### src/rtl/mult_hilo_pkg.sv
// mult_hilo_pkg: FSM encoding, operand/product widths and the carry-save helper for mult_hilo.
package mult_hilo_pkg;
  localparam int W  = 8;
  localparam int PW = 16;
  typedef enum logic [1:0] {IDLE, MUL, WB} state_t;
  typedef struct packed {
    logic [PW-1:0] s;
    logic [PW-1:0] c;
  } csa_t;
  function automatic csa_t csa(input logic [PW-1:0] x, y, z);
    csa.s = x ^ y ^ z;
    csa.c = ((x & y) | (x & z) | (y & z)) << 1;
  endfunction
endpackage

### src/rtl/mult_hilo_if.sv
// mult_hilo_if: request, register-write and HI/LO result signals of mult_hilo.
// Build with MULT_HILO_ACC_EN to add the acc request bit.
interface mult_hilo_if;
  import mult_hilo_pkg::*;
  logic         start;
  logic         sgn;
  logic [W-1:0] a;
  logic [W-1:0] b;
  logic         mthi;
  logic         mtlo;
  logic [W-1:0] wdata;
  logic         busy;
  logic         done;
  logic [W-1:0] hi;
  logic [W-1:0] lo;
`ifdef MULT_HILO_ACC_EN
  logic         acc;
  modport master (output start, sgn, a, b, mthi, mtlo, wdata, acc, input busy, done, hi, lo);
  modport slave  (input start, sgn, a, b, mthi, mtlo, wdata, acc, output busy, done, hi, lo);
`else
  modport master (output start, sgn, a, b, mthi, mtlo, wdata, input busy, done, hi, lo);
  modport slave  (input start, sgn, a, b, mthi, mtlo, wdata, output busy, done, hi, lo);
`endif
endinterface

### src/rtl/mult_hilo_wallace.sv
// mult_hilo_wallace: 8x8 unsigned Wallace-tree multiplier, 16-bit product.
module mult_hilo_wallace
  import mult_hilo_pkg::*;
(
  input  logic [W-1:0]  a,
  input  logic [W-1:0]  b,
  output logic [PW-1:0] p
);
  logic [PW-1:0] pp [W];
  csa_t l1a, l1b, l2a, l2b, l3, l4;
  for (genvar i = 0; i < W; i++) begin : g_pp
    assign pp[i] = {PW{b[i]}} & (PW'(a) << i);
  end
  // 8 rows -> 6 -> 4 -> 3 -> 2, then one carry-propagate add
  assign l1a = csa(pp[0], pp[1], pp[2]);
  assign l1b = csa(pp[3], pp[4], pp[5]);
  assign l2a = csa(l1a.s, l1a.c, l1b.s);
  assign l2b = csa(l1b.c, pp[6], pp[7]);
  assign l3  = csa(l2a.s, l2a.c, l2b.s);
  assign l4  = csa(l3.s, l3.c, l2b.c);
  assign p   = l4.s + l4.c;
endmodule

### src/rtl/mult_hilo.sv
// mult_hilo: 3-cycle signed/unsigned 8x8 multiplier writing a HI/LO register pair.
// Optional MULT_HILO_ACC_EN adds accumulate-into-HI/LO.
module mult_hilo
  import mult_hilo_pkg::*;
(
  input logic        clk,
  input logic        rst,
  mult_hilo_if.slave m
);
  state_t        state_q, state_d;
  logic [W-1:0]  ma_q, ma_d, mb_q, mb_d;
  logic          neg_q, neg_d, done_q, done_d;
  logic [PW-1:0] prod_q, prod_d, hilo_q, hilo_d, p, sres, res;
  logic          idle, accept, wr;
`ifdef MULT_HILO_ACC_EN
  logic          acc_q, acc_d;
`endif
  mult_hilo_wallace u_wallace (.a(ma_q), .b(mb_q), .p(p));
  always_comb begin
    idle    = state_q == IDLE;
    accept  = idle & m.start;
    wr      = idle & ~m.start;
    state_d = accept ? MUL : state_q == MUL ? WB : IDLE;
    // magnitude of 0x80 is 0x80, i.e. 128 read unsigned
    ma_d    = accept ? (m.sgn & m.a[W-1] ? -m.a : m.a) : ma_q;
    mb_d    = accept ? (m.sgn & m.b[W-1] ? -m.b : m.b) : mb_q;
    neg_d   = accept ? m.sgn & (m.a[W-1] ^ m.b[W-1]) : neg_q;
    prod_d  = state_q == MUL ? p : prod_q;
    sres    = neg_q ? -prod_q : prod_q;
`ifdef MULT_HILO_ACC_EN
    acc_d   = accept ? m.acc : acc_q;
    res     = acc_q ? hilo_q + sres : sres;
`else
    res     = sres;
`endif
    hilo_d  = state_q == WB ? res :
              {wr & m.mthi ? m.wdata : hilo_q[PW-1:W], wr & m.mtlo ? m.wdata : hilo_q[W-1:0]};
    done_d  = state_q == WB;
  end
  always_ff @(posedge clk) begin
    if (rst) begin
      state_q <= IDLE;
      ma_q    <= '0;
      mb_q    <= '0;
      neg_q   <= 1'b0;
      prod_q  <= '0;
      hilo_q  <= '0;
      done_q  <= 1'b0;
`ifdef MULT_HILO_ACC_EN
      acc_q   <= 1'b0;
`endif
    end else begin
      state_q <= state_d;
      ma_q    <= ma_d;
      mb_q    <= mb_d;
      neg_q   <= neg_d;
      prod_q  <= prod_d;
      hilo_q  <= hilo_d;
      done_q  <= done_d;
`ifdef MULT_HILO_ACC_EN
      acc_q   <= acc_d;
`endif
    end
  end
  assign m.busy = ~idle;
  assign m.done = done_q;
  assign m.hi   = hilo_q[PW-1:W];
  assign m.lo   = hilo_q[W-1:0];
endmodule

### src/flat_wrapper.sv
// flat-port wrapper written by rule: the top's interface ports become plain ports
module mult_hilo_flat import mult_hilo_pkg::*;
  (clk, rst, m_start, m_sgn, m_a, m_b, m_mthi, m_mtlo, m_wdata, m_busy, m_done, m_hi, m_lo);
  mult_hilo_if m_i ();
  input logic clk;
  input logic rst;
  input wire logic [$bits(m_i.start)-1:0] m_start;
  input wire logic [$bits(m_i.sgn)-1:0] m_sgn;
  input wire logic [$bits(m_i.a)-1:0] m_a;
  input wire logic [$bits(m_i.b)-1:0] m_b;
  input wire logic [$bits(m_i.mthi)-1:0] m_mthi;
  input wire logic [$bits(m_i.mtlo)-1:0] m_mtlo;
  input wire logic [$bits(m_i.wdata)-1:0] m_wdata;
  output wire logic [$bits(m_i.busy)-1:0] m_busy;
  output wire logic [$bits(m_i.done)-1:0] m_done;
  output wire logic [$bits(m_i.hi)-1:0] m_hi;
  output wire logic [$bits(m_i.lo)-1:0] m_lo;
  assign m_i.start = m_start;
  assign m_i.sgn = m_sgn;
  assign m_i.a = m_a;
  assign m_i.b = m_b;
  assign m_i.mthi = m_mthi;
  assign m_i.mtlo = m_mtlo;
  assign m_i.wdata = m_wdata;
  assign m_busy = m_i.busy;
  assign m_done = m_i.done;
  assign m_hi = m_i.hi;
  assign m_lo = m_i.lo;
  mult_hilo u_core (.clk(clk), .rst(rst), .m(m_i));
endmodule
### config.mk
export PLATFORM = sky130hd
export DESIGN_NAME = mult_hilo_flat
export DESIGN_NICKNAME = d
export VERILOG_FILES = /design/src/rtl/mult_hilo_pkg.sv /design/src/rtl/mult_hilo_if.sv /design/src/rtl/mult_hilo_wallace.sv /design/src/rtl/mult_hilo.sv /design/src/flat_wrapper.sv
export SDC_FILE = /design/constraint.sdc
export NUM_CORES = 1
export LEC_CHECK = 0
export ABC_AREA = 1
export CORE_ASPECT_RATIO = 2
export CORE_MARGIN = 2
export CORE_UTILIZATION = 30
export CTS_CLUSTER_SIZE = 30
export DETAILED_ROUTE_END_ITERATION = 6
export DONT_BUFFER_PORTS = 1
export SYNTH_ARGS = -nofsm -noshare
export SYNTH_HDL_FRONTEND = slang
export SYNTH_SLANG_ARGS = --single-unit
### constraint.sdc
create_clock -name clk -period 4.02 [get_ports clk]
set_clock_uncertainty 0.1 [all_clocks]
set_input_delay 1.005 -clock clk [delete_from_list [all_inputs] [get_ports clk]]
set_output_delay 1.005 -clock clk [all_outputs]
set_load 0.01 [all_outputs]
# After elaboration in Yosys (flattened, before gate mapping)

Cells that the tools add are included.

Flip-flop bits (word level): 52
Latch bits: 0
Memory bits (writable): 0
Memory bits (read-only): 0
Input port bits: 30
Output and inout bits: 18
Logic and storage cells: 87
Memories: 0

$add $sub $neg: 4
$mul: 0
Divide/modulo/power cells: 0
$lt $le $gt $ge: 0
Equality and inequality tests: 2
Shift operators: 0
Muxes and demuxes: 8
Bitwise operators: 60
Reductions and logical operators: 4

Operators with widths:

| operator                                             | number |
|---|---|
| bitwise AND 15 bit                                   | 18 |
| XOR 16 bit                                           | 12 |
| bitwise OR 15 bit                                    | 12 |
| two-way mux 16 bit                                   | 2 |
| two-way mux 8 bit                                    | 4 |
| adder 16 bit                                         | 1 |
| bitwise AND 16 x 10 -> 16 bit                        | 1 |
| bitwise AND 16 x 11 -> 16 bit                        | 1 |
| bitwise AND 16 x 12 -> 16 bit                        | 1 |
| bitwise AND 16 x 13 -> 16 bit                        | 1 |
| bitwise AND 16 x 14 -> 16 bit                        | 1 |
| bitwise AND 16 x 15 -> 16 bit                        | 1 |
| bitwise AND 16 x 8 -> 16 bit                         | 1 |
| bitwise AND 16 x 9 -> 16 bit                         | 1 |
| negation 16 bit                                      | 1 |
| negation 8 bit                                       | 2 |
| bitwise AND 1 bit                                    | 7 |
| nonzero test 2 bit                                   | 2 |
| equality test 2 x 1 -> 1 bit (second input constant) | 1 |
| equality test 2 bit (second input constant)          | 1 |
| zero test 2 bit                                      | 1 |
| two-way mux 2 bit                                    | 1 |
| NOT 1 bit                                            | 2 |
| OR reduction 2 bit                                   | 1 |
| other kinds (2)                                      | 2 |

# Depth between registers and ports, before layout

Depth after elaboration: 14
Gate-level depth with buffers: 20
Depth with buffers taken out: 19

# Modules after synthesis

Synthesis repeated with hierarchy kept, for this count alone.

Cells, all modules: 687
Area total of the unflattened synthesis: 4644.5 um2

Modules (own cells, without submodules):

| module            | times used | cells an instance | area each (um2) | seq. area each (um2) |
|---|---|---|---|---|
| mult_hilo         | 1          | 377               | 2566.2          | 1041.0 |
| mult_hilo_wallace | 1          | 310               | 2078.2          | 0.0 |

# Worst setup path after synthesis

Ideal clock, no wire load.

Path kind: register to register
From: register u_core.mb_q[0]
To: register u_core.prod_q[8]
Setup time: 115 ps
Arrival: 3670 ps
Data required time: 3805 ps
Setup slack: 134 ps
Stages on the path, launching flop included: 15
Path buffers: 1
Clock period less this slack: 3886 ps
Path through: dfxtp_1 -> clkbuf_1 -> nand2_1 -> fa_1 -> fa_1 -> fa_1 -> fa_1 -> inv_1 -> ha_1 -> nand2_1 -> nand2_1 -> o21bai_1 -> xor2_1 -> o21ai_0 -> inv_1

Word-level cells in the longest chain between the ends: 14
Elaborated cells on any way between the ends: 29
Classes of those cells: 1 x add/sub; 28 x bitwise

RTL lines:

| what                            | line                    | source |
|---|---|---|
| start, declared                 | mult_hilo.sv:11         | `logic [W-1:0] ma_q, ma_d, mb_q, mb_d;` |
| start signal, assigned          | mult_hilo.sv:55         | `mb_q <= mb_d;` |
| bitwise AND 16 x 8 -> 16 bit *  | mult_hilo_wallace.sv:12 | `assign pp[i] = {PW{b[i]}} & (PW'(a) << i);` |
| bitwise AND 15 bit              | mult_hilo_pkg.sv:12     | `csa.c = ((x & y) \| (x & z) \| (y & z)) << 1;` |
| bitwise OR 15 bit (2 in series) | mult_hilo_pkg.sv:12     |  |
| bitwise AND 15 bit              | mult_hilo_pkg.sv:12     |  |
| bitwise OR 15 bit (2 in series) | mult_hilo_pkg.sv:12     |  |
| bitwise AND 15 bit              | mult_hilo_pkg.sv:12     |  |
| bitwise OR 15 bit (2 in series) | mult_hilo_pkg.sv:12     |  |
| bitwise AND 15 bit              | mult_hilo_pkg.sv:12     |  |
| bitwise OR 15 bit (2 in series) | mult_hilo_pkg.sv:12     |  |
| adder 16 bit *                  | mult_hilo_wallace.sv:21 | `assign p = l4.s + l4.c;` |
| end signal, assigned            | mult_hilo.sv:57         | `prod_q <= prod_d;` |
| end, declared                   | mult_hilo.sv:13         | `logic [PW-1:0] prod_q, prod_d, hilo_q, hilo_d, p, sres, res;` |

Every way passes the cells marked *; elsewhere a longest branch is shown, timed or not.
A chain may end at the register's enable or synchronous reset.

# Worst setup path after layout

From: register u_core.mb_q[0]
To: register u_core.prod_q[10]

Same word-level chain as after synthesis.

==> metrics.yaml <==
outcome: "complete, no violations"
nNetsFinal: 799
critPathSlowestCell: "sky130_fd_sc_hd__fa_1"
net_count_of_the_mapped_netlist: 799
synth_top_area_frac: 0.221
max_freq_mhz: 259
worst-endpoint-arrival_ns: 3.96
die-width_um: 92.7
yosys.cell_count.top_type: "sky130_fd_sc_hd__nand2_1"
timing.setup.tns_ns: 0
floorplan.initialDensity: 0.307
n_antenna_cell: 0
combinationalPowerShare: 0.210
synth_cell_type_count: 30
design_area_final_um2: 5270
holdCritStartpoint: "u_core.prod_q[15]$_SDFFE_PP0P_"
globalRouteTotalUtil: 0.139
final_min_period_over_clock_period: 0.960
cts.sinks: 52
syn_avg_cell_area_um2: 6.72
detail_route.wirelength_um: 11500
first_drt_pass_iteration_count: 5
slew_viol_final: 0
yosys_register_bits: 52
endpoint_kind_of_the_worst_setup_timing_path: "register"
maximum_number_of_pins_on_one_net_before_global_route_repair: 22
intPower_uw: 906
crit_required_ns: 4.12
clockPowerShare: 0.333
number_of_ports_placed_on_the_die_boundary: 48
areaGrowthSynthToFinish_pct: 11.6
worst_setup_path_start_kind: "register"
seqPwrFrac: 0.457
grt-ovfl-total: 0
crit_fanout: 5
synth_top_flop_cell: "sky130_fd_sc_hd__dfxtp_1"
dpl_cell_area_um2: 4990
worst_pin_slew_ns: 0.777
worst_setup_hold_path_clk_slew_ns: 0.07
post-route-min-period_ns: 3.86
gp_routability_congestion: 0.879
worst_setup_path_startpoint: "u_core.mb_q[0]$_SDFFE_PP0P_"
cts_tree: "built"
synth_largest_area_cell: "sky130_fd_sc_hd__dfxtp_1"
cts_inserted_buffers: 5
final_hold_violation_count: 0
hpwlAfterDp_um: 9630
die_h_um: 181
power.net_switching_uw: 413
floorplan.die_area_um2: 16800
synth.yosys.warnings: 0
synth-edff-count: 0
drcViolationCount: 0
worst_r2r_startpoint: "u_core.mb_q[0]$_SDFFE_PP0P_"
power-per-cell-area_nw_per_um2: 250
drv.max_cap_violation_count: 0
cts.path.max_buffers: 2
crit_path_cell_trace: "nand2_1, fa_1, fa_1, fa_1, fa_1, inv_1, ha_1, nand2_1, o21bai_1, nand2_1, nand3_1, nand3_1, nand2_1, inv_1"
power.switching_fraction: 0.313
synth_sequential_area_ratio: 0.221
synth.top_cells.by_count: "sky130_fd_sc_hd__nand2_1 (208), sky130_fd_sc_hd__inv_1 (132), sky130_fd_sc_hd__nand3_1 (54)"
grt_antenna_before_repair: 0
clk_root_buffer_cell: "sky130_fd_sc_hd__clkbuf_16"
layout.core_utilization: 0.343
synthArstFlopShare: 0
finish.cell_count_without_fillers: 900
critical_path.max_stage_delay_ns: 0.57
top_post_synthesis_cells_by_area: "sky130_fd_sc_hd__dfxtp_1 (22%), sky130_fd_sc_hd__fa_1 (17%), sky130_fd_sc_hd__nand2_1 (17%)"
route.detailed.wl_per_inst_um: 12.8
netlist_instances: 702
netlist_area_um2: 4720
post_route_cells_drive_above_1_share: 0.105
num_rows: 64
layout.filler_cells: 1711
vdd.ir_drop.worst_uv: 151
worstSkewPairLatency_ns: 0.30
hp-class: "reg2reg"
crit_family: "adder cells"
place.port_buffers: 0
core_area_um2: 15400
cts_max_level: 2
drtIter0Drc: 135
final-setup-viol-count: 0
totalPowerFinal_mw: 1.32
cellLeakagePower_nw: 2.74
timing_worst_setup_path_type: "reg2reg"
cp_num_buf_inv: 2
grt_pass1_wl_um: 18900
numPlacedInstances: 892
first_global_vias: 4227
final_antenna_net_count: 0
via_count: 4146
avgViaCountPerCell: 4.61
timing.slew.headroom: 0.480
==> power by group through the flow <==
stage	clock (mW)	combinational [mW]	sequential, mW
2_1_floorplan	0	0.226	0.583
3_3_place_gp	0	0.265	0.613
3_5_place_dp	0	0.270	0.614
4_1_cts	0.451	0.271	0.603
5_1_grt	0.470	0.321	0.608
6_report	0.440	0.276	0.603
==> worst reg2reg max path, delay by kind of cell (launching register included) <==
kind            cells  cell delay (ns)
simple gates        6             0.54
compound gates      1             0.26
flops               1             0.36
buf+inv             2             0.07
fa+ha+maj           5             2.40
==> final timing paths <==
path	endpoint	slack, ns	depth (start not counted)
setup / recovery	u_core.prod_q[10]$_SDFFE_PP0P_	0.16	14
hold / removal	u_core.hilo_q[15]$_SDFFE_PP0P_	0.41	3
setup reg to reg	u_core.prod_q[10]$_SDFFE_PP0P_	0.16	14
hold reg to reg	u_core.hilo_q[15]$_SDFFE_PP0P_	0.41	3
==> sequential cells by signal (all words and copies together), names as in the netlist <==
signal          cells
u_core.neg_q        1
u_core.state_q      2
u_core.hilo_q      16
u_core.mb_q         8
u_core.m.done       1
u_core.ma_q         8
u_core.prod_q      16
==> logic make-up after synthesis <==
group           count (synthesis)  synth area share
buf+inv                       168             0.141
compound gates                 92             0.104
simple gates                  312             0.274
flops                          52             0.221
fa+ha+maj                      67             0.240
xor+xnor                       11            0.0204
==> layout make-up <==
cell class | instances | area [um^2] | area share
inverter | 137 | 519 | 0.0986
multi-input combinational | 482 | 3100 | 0.588
tap | 198 | 248 | 0.0470
clock buffer | 6 | 139 | 0.0264
clock inverter | 1 | 8.76 | 0.00166
timing repair buffer | 24 | 180 | 0.0342
sequential | 52 | 1080 | 0.204
==> metal layers <==
layer / track usage / vias to the layer above / share of wire
li1: - / 2145 / -
met1: 0.125 / 1911 / 0.35
met2: 0.299 / 69 / 0.60
met3: 0.0146 / 21 / 0.024
met4: 0.0506 / 0 / 0.026
met5: 0 / - / 0
==> timing repair <==
action	4_1_cts	5_1_grt
pin swaps	0	8
gates cloned	0	0
resized for setup	4	35
hold buffers	0	0
setup buffers	0	1
endpoints found under the setup margin	5	8
==> cell usage in the layout, fill, tap and decap left out, types with 5 or more instances in the layout <==
| cell | synthesis | routed |
|---|---|---|
| sky130_fd_sc_hd__a21oi_1 | 24 | 22 |
| sky130_fd_sc_hd__dfxtp_1 | 52 | 40 |
| sky130_fd_sc_hd__nand3_1 | 54 | 52 |
| sky130_fd_sc_hd__buf_4 | 1 | 24 |
| sky130_fd_sc_hd__nor2_1 | 36 | 34 |
| sky130_fd_sc_hd__dfxtp_4 | 0 | 8 |
| sky130_fd_sc_hd__nand4_1 | 6 | 6 |
| sky130_fd_sc_hd__inv_1 | 132 | 132 |
| sky130_fd_sc_hd__xor2_1 | 11 | 11 |
| sky130_fd_sc_hd__fa_1 | 39 | 36 |
| sky130_fd_sc_hd__nand2_1 | 208 | 206 |
| sky130_fd_sc_hd__o21ai_1 | 7 | 7 |
| sky130_fd_sc_hd__ha_1 | 28 | 24 |
| sky130_fd_sc_hd__o21ai_0 | 52 | 52 |
| sky130_fd_sc_hd__clkbuf_16 | 0 | 5 |
==> per-stage QoR <==
| step | setup WS (ns) | hold WS (ns) |
|---|---|---|
| after floorplan | 0.134 | 0.367 |
| after global placement | -0.0350 | 0.394 |
| after detailed placement | -0.0387 | 0.400 |
| after CTS | -0.00291 | 0.410 |
| after global routing | -0.00824 | 0.428 |
| final | 0.161 | 0.412 |
Note: power is estimated with default switching activity, not from simulation.
